==> src/rtl/piece_draw_engine.sv <==
// piece_draw_engine: rasterises one board square (grid piece or column
// pointer) into the VGA adapter write port, one pixel per clock.
// Optional build macro PIECE_ROUND_CORNERS_EN suppresses plotting of the four
// corner pixels of every square while keeping the pixel timing unchanged.
//
// Request handshake: req_ready is high exactly while the engine is idle; a
// request is taken on a rising edge where req_valid and req_ready are both 1.
// req_* inputs are ignored at all other times.
module piece_draw_engine #(
    parameter logic [7:0] ORIGIN_X = 8'd20,
    parameter logic [6:0] ORIGIN_Y = 7'd20,
    parameter int         PITCH    = 8,
    parameter int         CELL     = 4
) (
    input  logic       clk,
    input  logic       resetn,
    input  logic       req_valid,
    output logic       req_ready,
    input  logic [2:0] req_col,
    input  logic [2:0] req_row,
    input  logic       req_kind,
    input  logic [2:0] req_colour,
    output logic [7:0] x,
    output logic [6:0] y,
    output logic [2:0] colour,
    output logic       plot,
    output logic       done,
    output logic       err,
    output logic [1:0] state_dbg
);

    localparam int NPIX = CELL * CELL;
    localparam int CW   = (NPIX > 1) ? $clog2(NPIX) : 1;
    localparam logic [CW-1:0] LAST = CW'(NPIX - 1);

    typedef enum logic [1:0] {
        IDLE   = 2'd0,
        DRAW   = 2'd1,
        FINISH = 2'd2
    } state_t;

    state_t        state;
    logic [CW-1:0] cnt;
    logic [CW-1:0] cnt_next;
    logic [7:0]    base_x;
    logic [6:0]    base_y;
    logic [7:0]    req_x;
    logic [6:0]    req_y;
    logic          req_bad;

    assign req_ready = (state == IDLE);
    assign state_dbg = state;

    // Column offset of a pixel index within the square.
    function automatic logic [7:0] off_x(input logic [CW-1:0] idx);
        return 8'(int'(idx) % CELL);
    endfunction

    // Row offset of a pixel index within the square.
    function automatic logic [6:0] off_y(input logic [CW-1:0] idx);
        return 7'(int'(idx) / CELL);
    endfunction

`ifdef PIECE_ROUND_CORNERS_EN
    // Corner pixels are skipped to give the square a rounded look.
    function automatic logic pix_on(input logic [CW-1:0] idx);
        int i;
        i = int'(idx);
        return !((i == 0) || (i == CELL - 1) || (i == NPIX - CELL) || (i == NPIX - 1));
    endfunction
`else
    // Every pixel of the square is drawn.
    function automatic logic pix_on(input logic [CW-1:0] idx);
        return (idx == idx);
    endfunction
`endif

    // Request decode: square origin and range check, at full output width.
    always_comb begin
        req_x    = ORIGIN_X + 8'(req_col) * 8'(PITCH);
        req_y    = req_kind ? (ORIGIN_Y - 7'(PITCH)) : (ORIGIN_Y + 7'(req_row) * 7'(PITCH));
        req_bad  = (req_col > 3'd6) || (!req_kind && (req_row > 3'd5));
        cnt_next = cnt + 1'b1;
    end

    // Control FSM with registered pixel outputs; pixel 0 is emitted on the
    // handshake edge so the square occupies exactly NPIX cycles after it.
    always_ff @(posedge clk) begin
        if (!resetn) begin
            state  <= IDLE;
            cnt    <= '0;
            plot   <= 1'b0;
            done   <= 1'b0;
            err    <= 1'b0;
            x      <= '0;
            y      <= '0;
            colour <= '0;
            base_x <= '0;
            base_y <= '0;
        end else begin
            case (state)
                IDLE: begin
                    plot <= 1'b0;
                    done <= 1'b0;
                    err  <= 1'b0;
                    if (req_valid) begin
                        if (req_bad) begin
                            state <= FINISH;
                            done  <= 1'b1;
                            err   <= 1'b1;
                        end else begin
                            base_x <= req_x;
                            base_y <= req_y;
                            colour <= req_colour;
                            x      <= req_x;
                            y      <= req_y;
                            plot   <= pix_on('0);
                            cnt    <= '0;
                            state  <= DRAW;
                        end
                    end
                end
                DRAW: begin
                    if (cnt == LAST) begin
                        cnt   <= '0;
                        plot  <= 1'b0;
                        done  <= 1'b1;
                        state <= FINISH;
                    end else begin
                        cnt  <= cnt_next;
                        x    <= base_x + off_x(cnt_next);
                        y    <= base_y + off_y(cnt_next);
                        plot <= pix_on(cnt_next);
                    end
                end
                FINISH: begin
                    plot  <= 1'b0;
                    done  <= 1'b0;
                    err   <= 1'b0;
                    state <= IDLE;
                end
                default: begin
                    plot  <= 1'b0;
                    done  <= 1'b0;
                    err   <= 1'b0;
                    state <= IDLE;
                end
            endcase
        end
    end

endmodule

==> config.mk <==
export PLATFORM = sky130hd
export DESIGN_NAME = piece_draw_engine
export DESIGN_NICKNAME = d
export VERILOG_FILES = /design/src/rtl/piece_draw_engine.sv
export SDC_FILE = /design/constraint.sdc
export NUM_CORES = 1
export LEC_CHECK = 0
export ABC_CLOCK_PERIOD_IN_PS = 1800
export CAP_MARGIN = 5
export CORE_MARGIN = 3
export CORE_UTILIZATION = 37
export CTS_CLUSTER_SIZE = 10
export DETAILED_ROUTE_END_ITERATION = 16
export PLACE_DENSITY = 0.72
export SLEW_MARGIN = 5
export SYNTH_ARGS = -nofsm -noshare
export SYNTH_HDL_FRONTEND = slang
export SYNTH_SLANG_ARGS = --single-unit
==> constraint.sdc <==
create_clock -name clk -period 1.8 [get_ports clk]
set_input_delay 0.27 -clock clk [delete_from_list [all_inputs] [get_ports clk]]
set_output_delay 0.27 -clock clk [all_outputs]
set_load 0.03 [all_outputs]
==> flow_summary.ini <==
[status]
status = completed

[clock_tree]
htree_num_levels = 2
cts_hold_buf = 0
tritoncts = built
post-cts-setup-buffer-count = 0
cts_buffers = 5
root_buffer = clkbuf_8
clk_pin_slew_ns = 0.06
clk_path_buf_depth = 2
cts_sinks = 34
clk_latency_ns = 0.29

[finish]
drive_above_1_share = 0.178
n_fill_cell = 394
area_growth_pct = 37.9
num_antenna_cells = 0
fin_nets = 246
final_cell_count_no_fill = 280
finalInstanceArea_um2 = 2200

[worst_setup_path]
slowest_stage = clkdlybuf4s50_1
worstReg2RegEnd = y[4]$_SDFFE_PN0P_
endpoint = y[4]$_SDFFE_PN0P_
required_ns = 2.01
rr_startpoint = cnt[0]$_SDFFE_PN0P_
cp_cell_sequence = clkdlybuf4s50_1 -> and3b_1 -> o32a_1 -> a21oi_2 -> buf_12 -> mux2i_1
critPathMaxStageDelay_ns = 0.53
crit_arrival_ns = 1.98
rr_worst_depth = 6
path_max_fanout = 10
critPathLaunch = req_row[1]
cp-end-kind = flop
path_class = in -> reg
startpoint_type = input port
rrSetupSlack_ns = 0.18

[power_and_ir_drop]
power-per-cell-area_nw_per_um2 = 858
max-vdd-ir-drop_uv = 337
p_leak_nw = 0.893

[yosys]
synth_flop_cell = dfxtp_1
ys_types = 45
synth_nets = 198
ys_ff_latch = 34
postSynthAreaPerCell_um2 = 8.81
synth_edf_count = 0
synth_area_leader_cell = dfxtp_1
synth.area.top_cells = dfxtp_1, mux2i_1, a21oi_1
synth_warnings = 0
synth-async-reset-ratio = 0
ys_top_cells_by_count = dfxtp_1, nand2_1, a21oi_1
syn_inst = 181
synth_most_common_cell = dfxtp_1
synth_seq_area_share = 0.427
netlist.area_leader.share = 0.427
netlist_area_um2 = 1590

[floorplan]
die_y_um = 71.6
ios = 37
rows = 23
core_area_um2 = 4090
dieArea_um2 = 5130
start_util = 0.390
die_w_um = 71.6

[hold_path]
hold_path_depth = 2
hold_path_class = reg -> reg

[run]
drv_cap = 0

[timing]
period_share = 0.979
rsz0062_at_grt = yes
fin_skew_ns = 0.00667
period_minus_slack_ns = 1.76
setup_violations = 0
fmax_ghz = 0.568
finalHoldViolCount = 0
setup_slack_ns = 0.0385
slew_violations = 0
finalSetupTns_ns = 0

[drt]
antenna_left = 0
vias = 1435
drt_iter0_markers = 74
firstDrtPassIters = 4
drc = 0
postRouteWirelength_mm = 3.73
wire_per_inst_um = 13.3
routed_via_density = 5.13

[placement]
pre_cts_ws_ns = -0.319
dpl.cell_count = 272
io_buffers = 35
placed_area_um2 = 2090
place_congestion = 0.850
dpl.hpwl_mm = 2.76

[global_routing]
grt_pass1_vias = 1314
track_usage = 0.155
grt_max_degree = 17
antenna_found_initial = 0
grt_pass1_wl_mm = 6.11
grt_overflow_total = 0
cells by family after synthesis:
| group | Yosys count | synth area share |
|---|---|---|
| and+or+nand+nor | 57 | 0.178 |
| AOI/OAI and AO/OA | 49 | 0.195 |
| DFF | 34 | 0.427 |
| buffers and inverters | 20 | 0.0612 |
| muxes | 15 | 0.0989 |
| adders and majority gates | 4 | 0.0314 |
| other | 1 | 0.00235 |
| xor gates and xnor gates | 1 | 0.00550 |
report_power, final:
| group | internal, W | switching, W |
|---|---|---|
| clock | 0.000308 | 0.000260 |
| sequential | 0.000804 | 0.0000361 |
| combinational | 0.000223 | 0.000254 |
| total | 0.00134 | 0.000550 |
repair_timing:
action / 4_1_cts / 5_1_grt
pin swaps: 0 / 1
hold endpoints to repair: 0 / 0
endpoints found under the setup margin: 3 / 12
cloned: 0 / 0
gates resized for setup: 2 / 3
layout by cell type, fill, tap and decap left out, types with 3 or more instances in the layout:
| master | synthesis | routed |
|---|---|---|
| clkbuf_8 | 0 | 6 |
| mux2_2 | 6 | 6 |
| nand3_1 | 10 | 10 |
| nand2b_1 | 3 | 3 |
| clkdlybuf4s50_1 | 0 | 32 |
| buf_4 | 2 | 19 |
| dfxtp_1 | 34 | 34 |
| o22ai_1 | 3 | 3 |
| mux2i_1 | 9 | 9 |
| o21ai_0 | 12 | 12 |
| nor2_1 | 8 | 8 |
| nand2_1 | 21 | 21 |
| a21oi_1 | 17 | 16 |
| ha_1 | 4 | 4 |
| inv_1 | 6 | 6 |
worst min-delay path by stage:
stage          slack [ns]              startpoint                     end
2_1_floorplan        0.37              req_col[1]  base_x[4]$_SDFFE_PN0P_
3_3_place_gp         0.45  base_x[2]$_SDFFE_PN0P_  base_x[2]$_SDFFE_PN0P_
3_5_place_dp         0.45       y[3]$_SDFFE_PN0P_       y[3]$_SDFFE_PN0P_
5_1_grt              0.49       y[4]$_SDFFE_PN0P_       y[4]$_SDFFE_PN0P_
6_report             0.46       x[6]$_SDFFE_PN0P_       x[6]$_SDFFE_PN0P_
4_1_cts              0.47       x[6]$_SDFFE_PN0P_       x[6]$_SDFFE_PN0P_
final cells by class:
cell class              count  area, um2  share of cell area
multi-input cells         127        825               0.375
repair buffers             55        517               0.235
clock inverters             1       5.00             0.00228
flip-flops and latches     34        681               0.310
inverters                   6       22.5              0.0102
well taps                  50       62.6              0.0285
clock buffers               7       86.3              0.0393
registers in the layout, indices dropped and copies added (netlist names), 2 cells and up:
signal     flops
base_y         4
state_dbg      2
colour         3
x              6
base_x         5
y              7
cnt            4
routing by layer:
metal  track usage  part of all wire  wire length [um]
met1         0.213              0.50              1870
met2         0.221              0.44              1640
met3        0.0435             0.043               161
met4        0.0752             0.017                65
met5             0                 0                 0
critical path, delay by kind of cell:
kind            cells  cell delay, ns
mux                 1            0.18
buf+inv             2            0.70
compound gates      2            0.59
simple gates        1            0.23
per-stage QoR:
step | hold slack, ns | util | total power (W)
global placement | 0.446 | 0.513 | 0.00133
finish | 0.461 | 0.538 | 0.00189
floorplan | 0.367 | - | 0.00114
global route | 0.487 | 0.538 | 0.00199
detailed placement | 0.455 | 0.513 | 0.00133
CTS | 0.465 | 0.536 | 0.00191
(Power assumes the default switching activity.)
